File: src/rtl/econet_pkg.sv
// rtl/econet_pkg.sv - shared state encoding, FCS constants and byte-wise CRC-16/CCITT step
package econet_pkg;

  typedef enum logic [1:0] {
    HUNT  = 2'd0,
    SYNC  = 2'd1,
    FRAME = 2'd2
  } rx_state_e;

  localparam logic [15:0] FCS_INIT = 16'hFFFF;
  localparam logic [15:0] FCS_POLY = 16'h8408;
  localparam logic [15:0] FCS_GOOD = 16'hF0B8;

  // Reflected CRC: data enters LSB first, matching the order bits arrive on the line.
  function automatic logic [15:0] fcs16_byte(input logic [15:0] crc,
                                             input logic [7:0]  data,
                                             input logic [15:0] poly);
    logic [15:0] c;
    c = crc;
    for (int i = 0; i < 8; i++) begin
      if (c[0] ^ data[i]) c = (c >> 1) ^ poly;
      else                c = c >> 1;
    end
    return c;
  endfunction

endpackage

File: src/rtl/econet_fcs16.sv
// rtl/econet_fcs16.sv - combinational one-byte CRC-16/CCITT step, shared with the transmit path
module econet_fcs16
  import econet_pkg::*;
#(
  parameter logic [15:0] POLY = econet_pkg::FCS_POLY
) (
  input  logic [15:0] crc_in,
  input  logic [7:0]  byte_in,
  output logic [15:0] crc_out
);

  assign crc_out = fcs16_byte(crc_in, byte_in, POLY);

endmodule

File: src/rtl/econet_hdlc_rx.sv
// rtl/econet_hdlc_rx.sv - Econet HDLC receive front end: flags, abort, destuffing, bytes, FCS
// Optional ECONET_RX_SYNC_EN adds a 2-flop input synchroniser (strobes 2 cycles later).
module econet_hdlc_rx #(
  parameter logic [15:0] FCS_INIT = econet_pkg::FCS_INIT,
  parameter logic [15:0] FCS_POLY = econet_pkg::FCS_POLY
) (
  input  logic        econet_clk,
  input  logic        reset_n,
  input  logic        rx,
  output logic [7:0]  rx_byte,
  output logic [15:0] rx_fcs,
  output logic        rx_byte_ready,
  output logic        rx_frame_start,
  output logic        rx_frame_end,
  output logic        rx_abort
);
  import econet_pkg::*;

  logic rx_s;

`ifdef ECONET_RX_SYNC_EN
  logic [1:0] sync_q;
  always_ff @(posedge econet_clk or negedge reset_n) begin
    if (!reset_n) sync_q <= 2'b11;
    else          sync_q <= {sync_q[0], rx};
  end
  assign rx_s = sync_q[1];
`else
  assign rx_s = rx;
`endif

  rx_state_e   state_q;
  logic [2:0]  ones_q;
  logic [2:0]  cnt_q;
  logic [7:0]  shreg_q;
  logic [15:0] fcs_q;
  logic [7:0]  byte_q;
  logic        ready_q, start_q, end_q, abort_q;

  logic [2:0]  ones_d;
  logic [7:0]  shift_d;
  logic [15:0] fcs_base, fcs_d;
  logic        is_stuff, is_six, is_flag, is_abort, commit;

  assign ones_d   = !rx_s ? 3'd0 : (ones_q == 3'd7) ? 3'd7 : ones_q + 3'd1;
  assign shift_d  = {rx_s, shreg_q[7:1]};
  assign is_stuff = !rx_s && (ones_q == 3'd5);
  assign is_six   =  rx_s && (ones_q == 3'd5);
  assign is_flag  = !rx_s && (ones_q == 3'd6);
  assign is_abort =  rx_s && (ones_q >= 3'd6);
  assign commit   = !(is_stuff || is_six || is_flag || is_abort);

  // The first byte after an opening flag restarts the CRC, so flag bits never enter it.
  assign fcs_base = (state_q == SYNC) ? FCS_INIT : fcs_q;

  econet_fcs16 #(.POLY(FCS_POLY)) u_fcs (
    .crc_in  (fcs_base),
    .byte_in (shift_d),
    .crc_out (fcs_d)
  );

  always_ff @(posedge econet_clk or negedge reset_n) begin
    if (!reset_n) begin
      state_q <= HUNT;
      ones_q  <= 3'd0;
      cnt_q   <= 3'd0;
      shreg_q <= 8'h00;
      fcs_q   <= FCS_INIT;
      byte_q  <= 8'h00;
      ready_q <= 1'b0;
      start_q <= 1'b0;
      end_q   <= 1'b0;
      abort_q <= 1'b0;
    end else begin
      ones_q  <= ones_d;
      ready_q <= 1'b0;
      start_q <= 1'b0;
      end_q   <= 1'b0;
      abort_q <= 1'b0;
      case (state_q)
        HUNT: begin
          if (is_flag) begin
            state_q <= SYNC;
            cnt_q   <= 3'd0;
          end
        end
        SYNC, FRAME: begin
          if (is_flag) begin
            end_q   <= (state_q == FRAME) && (cnt_q == 3'd6);
            state_q <= SYNC;
            cnt_q   <= 3'd0;
          end else if (is_abort) begin
            // Seven ones while still between flags is just the line going idle.
            abort_q <= (state_q == FRAME);
            state_q <= HUNT;
          end else if (commit) begin
            shreg_q <= shift_d;
            cnt_q   <= cnt_q + 3'd1;
            if (cnt_q == 3'd7) begin
              byte_q  <= shift_d;
              ready_q <= 1'b1;
              start_q <= (state_q == SYNC);
              fcs_q   <= fcs_d;
              state_q <= FRAME;
            end
          end
        end
        default: state_q <= HUNT;
      endcase
    end
  end

  assign rx_byte        = byte_q;
  assign rx_fcs         = fcs_q;
  assign rx_byte_ready  = ready_q;
  assign rx_frame_start = start_q;
  assign rx_frame_end   = end_q;
  assign rx_abort       = abort_q;

endmodule

File: config.mk
export PLATFORM = sky130hd
export DESIGN_NAME = econet_hdlc_rx
export DESIGN_NICKNAME = d
export VERILOG_FILES = /design/src/rtl/econet_pkg.sv /design/src/rtl/econet_fcs16.sv /design/src/rtl/econet_hdlc_rx.sv
export SDC_FILE = /design/constraint.sdc
export NUM_CORES = 1
export LEC_CHECK = 0
export ABC_CLOCK_PERIOD_IN_PS = 2100
export BUFFER_PORTS_ARGS = -buffer_cell sky130_fd_sc_hd__buf_2
export CORE_MARGIN = 3
export CORE_UTILIZATION = 55
export CTS_CLUSTER_SIZE = 10
export DETAILED_ROUTE_END_ITERATION = 8
export MAX_ROUTING_LAYER = met4
export PLACE_DENSITY = 0.77
export SLEW_MARGIN = 20
export SYNTH_ARGS = -nofsm -noshare
export SYNTH_HDL_FRONTEND = slang
export SYNTH_SLANG_ARGS = --single-unit
File: constraint.sdc
create_clock -name econet_clk -period 2.1 [get_ports econet_clk]
set_input_delay 0.63 -clock econet_clk [delete_from_list [all_inputs] [get_ports econet_clk]]
set_output_delay 0.63 -clock econet_clk [all_outputs]
set_load 0.01 [all_outputs]
; Word-level counts from Yosys, hierarchy flattened
; Index checks and enable logic that the tools add are counted.
; W data, S select, Z words.
[classes]
add_sub_neg = 2
n_lt_le_gt_ge = 1
eq_ne = 12
muxes = 37
n_bitwise = 19
reduce_logical = 16
[op_table]
columns = operator, count
row1 = $mux W16, 9
row2 = $not A2 Y3, 8
row3 = $mux W3, 6
row4 = $eq A3 B3 Y1 const B, 5
row5 = $mux W1, 15
row6 = $mux W2, 5
row7 = $ne A4 B4 Y1 const B, 2
row8 = $reduce_and A4 Y1, 2
row9 = $xor A1 B1 Y1, 8
row10 = $add A3 B1 Y3 const B, 2
row11 = $ne A3 B3 Y1 const B, 2
row12 = $pmux W3 S2, 1
row13 = $logic_and A1 B1 Y1, 5
row14 = $reduce_and A5 Y1, 1
row15 = $pmux W2 S2, 1
row16 = $ge A3 B3 Y1 const B, 1
row17 = $logic_or A1 B1 Y1, 3
row18 = $not A1 Y1, 3
row19 = $reduce_and A3 Y1, 1
row20 = $eq A2 B1 Y1 const B, 1
row21 = $eq A2 B2 Y1 const B, 1
row22 = $logic_not A2 Y1, 1
row23 = $ne A2 B2 Y1 const B, 1
row24 = $reduce_bool A2 Y1, 1
row25 = 2 further kinds, 2
[totals]
register_bits = 44
in_bits = 3
output_inout_bits = 28
wordCells = 97

; Depth between registers and ports, before layout
[logic_depth]
ltp_word = 18
depth_mapped = 8
mapped_depth_nobuf = 7

; Cells and area by module
; A second synthesis with hierarchy kept.
[unflattened]
cells_unflattened = 176
hier_area_um2 = 2454.9
[modules_own_cells]
columns = module, n_inst, cells_each, area_per_inst_um2, seq_area_each_um2
row1 = econet_hdlc_rx, 1, 151, 2082.0, 1096.1
row2 = econet_fcs16, 1, 25, 372.9, 0.0

; Worst setup path before layout
; No wires, ideal clock.
[synth_timing]
path_kind = register -> register
from = reg ones_q[0]
to = reg byte_q[1] (netlist: rx_byte[1])
setup_time_ns = 0.125
t_arrival_ns = 1.512
required_ns = 1.975
slack_ns = 0.463
path_stages_with_launch = 8
path_buffers = 1
synth_period_minus_slack_ns = 1.637
cell_sequence = dfrtp_1 inv_1 ha_1 a21oi_2 nor2b_4 o211ai_4 buf_6 mux2_4
[synth_via]
elab_chain_len = 7
word_cells_on_any_way = 14
cone_classes = order compare: 1 / eq/ne: 2 / bitwise: 3 / reduce/logical: 8
[synth_rtl]
columns = element, line
row1 = from (decl), econet_hdlc_rx.sv:33  ; logic [2:0] ones_q;
row2 = from (signal assigned), econet_hdlc_rx.sv:75  ; ones_q <= ones_d;
row3 = branches (longest 6 deep; another with $ge A3 B3 Y1), n/a
row4 = $reduce_and A5 Y1 (no source line) (*), n/a
row5 = to (signal assigned), econet_hdlc_rx.sv:100  ; byte_q <= shift_d;
row6 = to (decl), econet_hdlc_rx.sv:37  ; logic [7:0] byte_q;
; Every way passes the cells marked *.
; A chain may end at the register's enable or synchronous reset.

; Worst setup path in the final report
[layout_timing]
from = reg ones_q[0]
to = reg byte_q[0] (netlist: rx_byte[0])
; The elaborated chain is that of the path after synthesis.

==> flow_metrics.env <==
export IMPL_postRouteAntennaNets=0
export IMPL_critPathMaxStageDelay_ns=0.41
export IMPL_clk_insertion_delay_late_ns=0.29
export IMPL_post_synth_top_area_cell="dfrtp_1"
export IMPL_run_status="completed"
export IMPL_gpl_final_weighted_congestion=0.790
export IMPL_initial_utilization_pct=59.5
export IMPL_syn_area_sq_um=2280
export IMPL_dp_slack_ns=0.272
export IMPL_placedCellCount=277
export IMPL_top_signal_layer_used="met4"
export IMPL_post_cts_setup_buffer_count=0
export IMPL_fp_coreArea_sq_um=3830
export IMPL_leading_cell_type_in_the_layout_fill_and_taps_excluded="buf_2"
export IMPL_yosysWarningCount=0
export IMPL_fin_crit_sh_pct=86.0
export IMPL_synth_top_area_share_pct=29.7
export IMPL_post_cts_resized_instances=0
export IMPL_chipHeight_microns=70.3
export IMPL_totalNegativeSetupSlack_ns=0
export IMPL_area_growth_syn_to_layout_pct=12.4
export IMPL_finClkSkew_ns=0.00656
export IMPL_setup_worst_path_end_class="register"
export IMPL_most_common_layout_cells="buf_2, dfrtp_1, xnor2_1"
export IMPL_finalSetupViolations=0
export IMPL_dpl_cell_area_sq_um=2470
export IMPL_cp_max_fo=42
export IMPL_worstSetupStartpointType="register"
export IMPL_leakage_component_of_the_power_nw=1.22
export IMPL_ys_top_cells_by_area="dfrtp_1, dfstp_2, xnor2_1"
export IMPL_path_cells="inv_1 -> ha_1 -> a21oi_2 -> nor2b_4 -> o211ai_4 -> buf_12 -> mux2_2"
export IMPL_syn_num_nets=217
export IMPL_route_met2_wl_microns=1650
export IMPL_cts_hold_buffers=0
export IMPL_finish_cell_count_without_fillers=285
export IMPL_final_hold_worst_slack_ns=0.356
export IMPL_met3_layer_wire_length_in_the_routed_design_microns=164
export IMPL_grt_antenna_before_repair=0
export IMPL_worst_r2r_endpoint="rx_byte[0]$_DFFE_PN0P_"
export IMPL_worst_slew_pin_slew_ns=0.647
export IMPL_ys_seq_area_share_pct=48.1
export IMPL_ir_drop_v=0.000619
export IMPL_arrival_time_at_the_worst_endpoint_ns=1.98
export IMPL_clock_tree_buffer_depth=2
export IMPL_finalMaxSlewViolations=0
export IMPL_numClockSinks=43
export IMPL_tritoncts_num_buffers=5
export IMPL_finalInstanceArea_sq_um=2560
export IMPL_chipWidth_microns=70.3
export IMPL_grt_ovfl_total=0
export IMPL_postSynthRegisterBits=43
export IMPL_ff2ff_setup_slack_ns=0.29
export IMPL_routed_via_count=1463
export IMPL_achievable_frequency_ghz=0.554
export IMPL_rsz0062_at_grt="false"
export IMPL_num_antenna_cells=0
export IMPL_number_of_maximum_capacitance_violations=0
export IMPL_r2r_cells=7
export IMPL_synth_cell_types=39
export IMPL_worst_min_delay_path_class="in -> async"
export IMPL_fp_dieArea_sq_um=4950
export IMPL_clkTransAtPathRegs_ns=0.08
export IMPL_min_period_ns=1.81
export IMPL_final_core_util_pct=66.9
export IMPL_final_setup_worst_slack_ns=0.294
export IMPL_ctsRootBufferMaster="clkbuf_8"
export IMPL_design_portCount=31
export IMPL_drt_wl_total_microns=3850
export IMPL_syn_avg_cell_area_sq_um=11.2
export IMPL_drt_initial_drc_count=118
export IMPL_num_nets_final=249
export IMPL_power_mw=2.27
export IMPL_layout_drive_gt1_share_pct=35.0
export IMPL_grt_start_max_net_pins=43
export IMPL_number_of_remaining_drc_errors=0
export IMPL_netlist_instances=204
export IMPL_grt_first_pass_wirelength_microns=6730
export IMPL_wl_per_cell_microns=13.5
export IMPL_power_per_cell_area_nw_per_um2=887
export IMPL_crit_required_ns=2.28
export IMPL_cts_htree_levels=2
export IMPL_vias_per_cell=5.13
export IMPL_worstSetupPathType="reg -> reg"
export IMPL_grt_pass1_vias=1377
export IMPL_grt_util_all_layers_pct=18.0
export IMPL_numPortBuffers=30
export IMPL_worstReg2RegStart="ones_q[0]$_DFF_PN0_"
export IMPL_drtPass1Iterations=4
export IMPL_critical_path_slowest_cell="dfrtp_1"
export IMPL_num_fill_cells=296
export IMPL_dp_hpwl_microns=2750
export IMPL_slew_headroom_pct=56.9
export IMPL_finalHoldViolCount=0
export IMPL_core_rowCount=22
export IMPL_tritoncts="yes"
export IMPL_met1_routed_wirelength_after_detailed_routing_microns=1980
==> registers in the layout, indices dropped and copies added (netlist names) <==
register,cells
rx_fcs,16
rx_byte,8
shreg_q,7
cnt_q,3
ones_q,3
state_q,2
rx_abort,1
rx_byte_ready,1
rx_frame_end,1
rx_frame_start,1
==> layer usage <==
metal | vias up | GRT usage [%]
met5 | - | -
met4 | 0 | 7.02
met3 | 7 | 4.46
met2 | 30 | 24.7
met1 | 690 | 25.4
li1 | 736 | -
==> worst max-delay path: cells and delay by family, from the launching register on <==
family / cells / cell delay, ns
AOI/OAI and AO/OA: 2 / 0.23
adders and majority gates: 1 / 0.24
DFF: 1 / 0.41
muxes: 1 / 0.35
buffers and inverters: 2 / 0.31
and+or+nand+nor: 1 / 0.14
==> cell type report <==
cell class / instances / area [sq um] / share of cell area, %
Tap cell: 48 / 60.1 / 2.35
Sequential cell: 43 / 1100 / 42.8
Timing Repair Buffer: 36 / 208 / 8.12
Clock buffer: 7 / 86.3 / 3.37
Clock inverter: 1 / 3.75 / 0.147
Inverter: 11 / 41.3 / 1.61
Multi-Input combinational cell: 139 / 1060 / 41.6
==> power by group <==
group | internal [mW] | switching [mW] | leakage, nW | total [mW]
clock network | 0.263 | 0.262 | 0.0459 | 0.525
logic | 0.355 | 0.346 | 0.637 | 0.701
registers | 0.919 | 0.124 | 0.532 | 1.04
==> cell usage after synthesis <==
cell and n:
o21ai_1 3, nor3_1 1, a21oi_2 1, buf_6 3
a211o_1 1, a21oi_1 3, mux2_4 7, dfstp_2 16
o21ai_0 16, o21ai_2 2, nor2b_4 1, buf_4 1
nand2_1 18, xor2_1 7, xnor2_1 22, o21a_1 1
mux2i_1 1, a21boi_0 2, nand4_1 1, inv_2 2
a211oi_1 1, mux2_2 8, xor2_2 1, nand3b_1 1
inv_1 9, dfrtp_1 27, nor2_1 18, nand3_1 3
buf_2 7, o22ai_1 1, and2_1 1, nor2b_1 1
o211ai_1 1, a2bb2oi_1 1, o21bai_1 1, a2111oi_0 1
o211ai_4 1, xnor2_2 2, ha_1 10
==> kinds of logic (layout without fill, tap and decap cells) <==
logic type                 count (synthesis)  count (layout)  share of synthesized area [%]
adders and majority gates                 10              10                           5.49
buffers and inverters                     22              55                           5.16
DFF                                       43              43                           48.1
xor gates and xnor gates                  32              32                           13.3
muxes                                     16              16                           9.01
and+or+nand+nor                           45              45                           8.57
AOI/OAI and AO/OA                         36              36                           10.3
==> how the worst max path moves through the flow <==
stage / end / startpoint / slack, ns / depth (start not counted)
3_3_place_gp: rx_byte[0]$_DFFE_PN0P_ / rx / 0.30 / 6
2_1_floorplan: rx_byte[1]$_DFFE_PN0P_ / ones_q[0]$_DFF_PN0_ / 0.46 / 7
5_1_grt: cnt_q[0]$_DFFE_PN0P_ / state_q[0]$_DFFE_PN0P_ / 0.07 / 6
4_1_cts: cnt_q[1]$_DFFE_PN0P_ / state_q[0]$_DFFE_PN0P_ / 0.29 / 6
3_5_place_dp: state_q[1]$_DFFE_PN0P_ / rx / 0.27 / 7
6_report: rx_byte[0]$_DFFE_PN0P_ / ones_q[0]$_DFF_PN0_ / 0.29 / 7
Note: power is estimated with default switching activity, not from simulation.
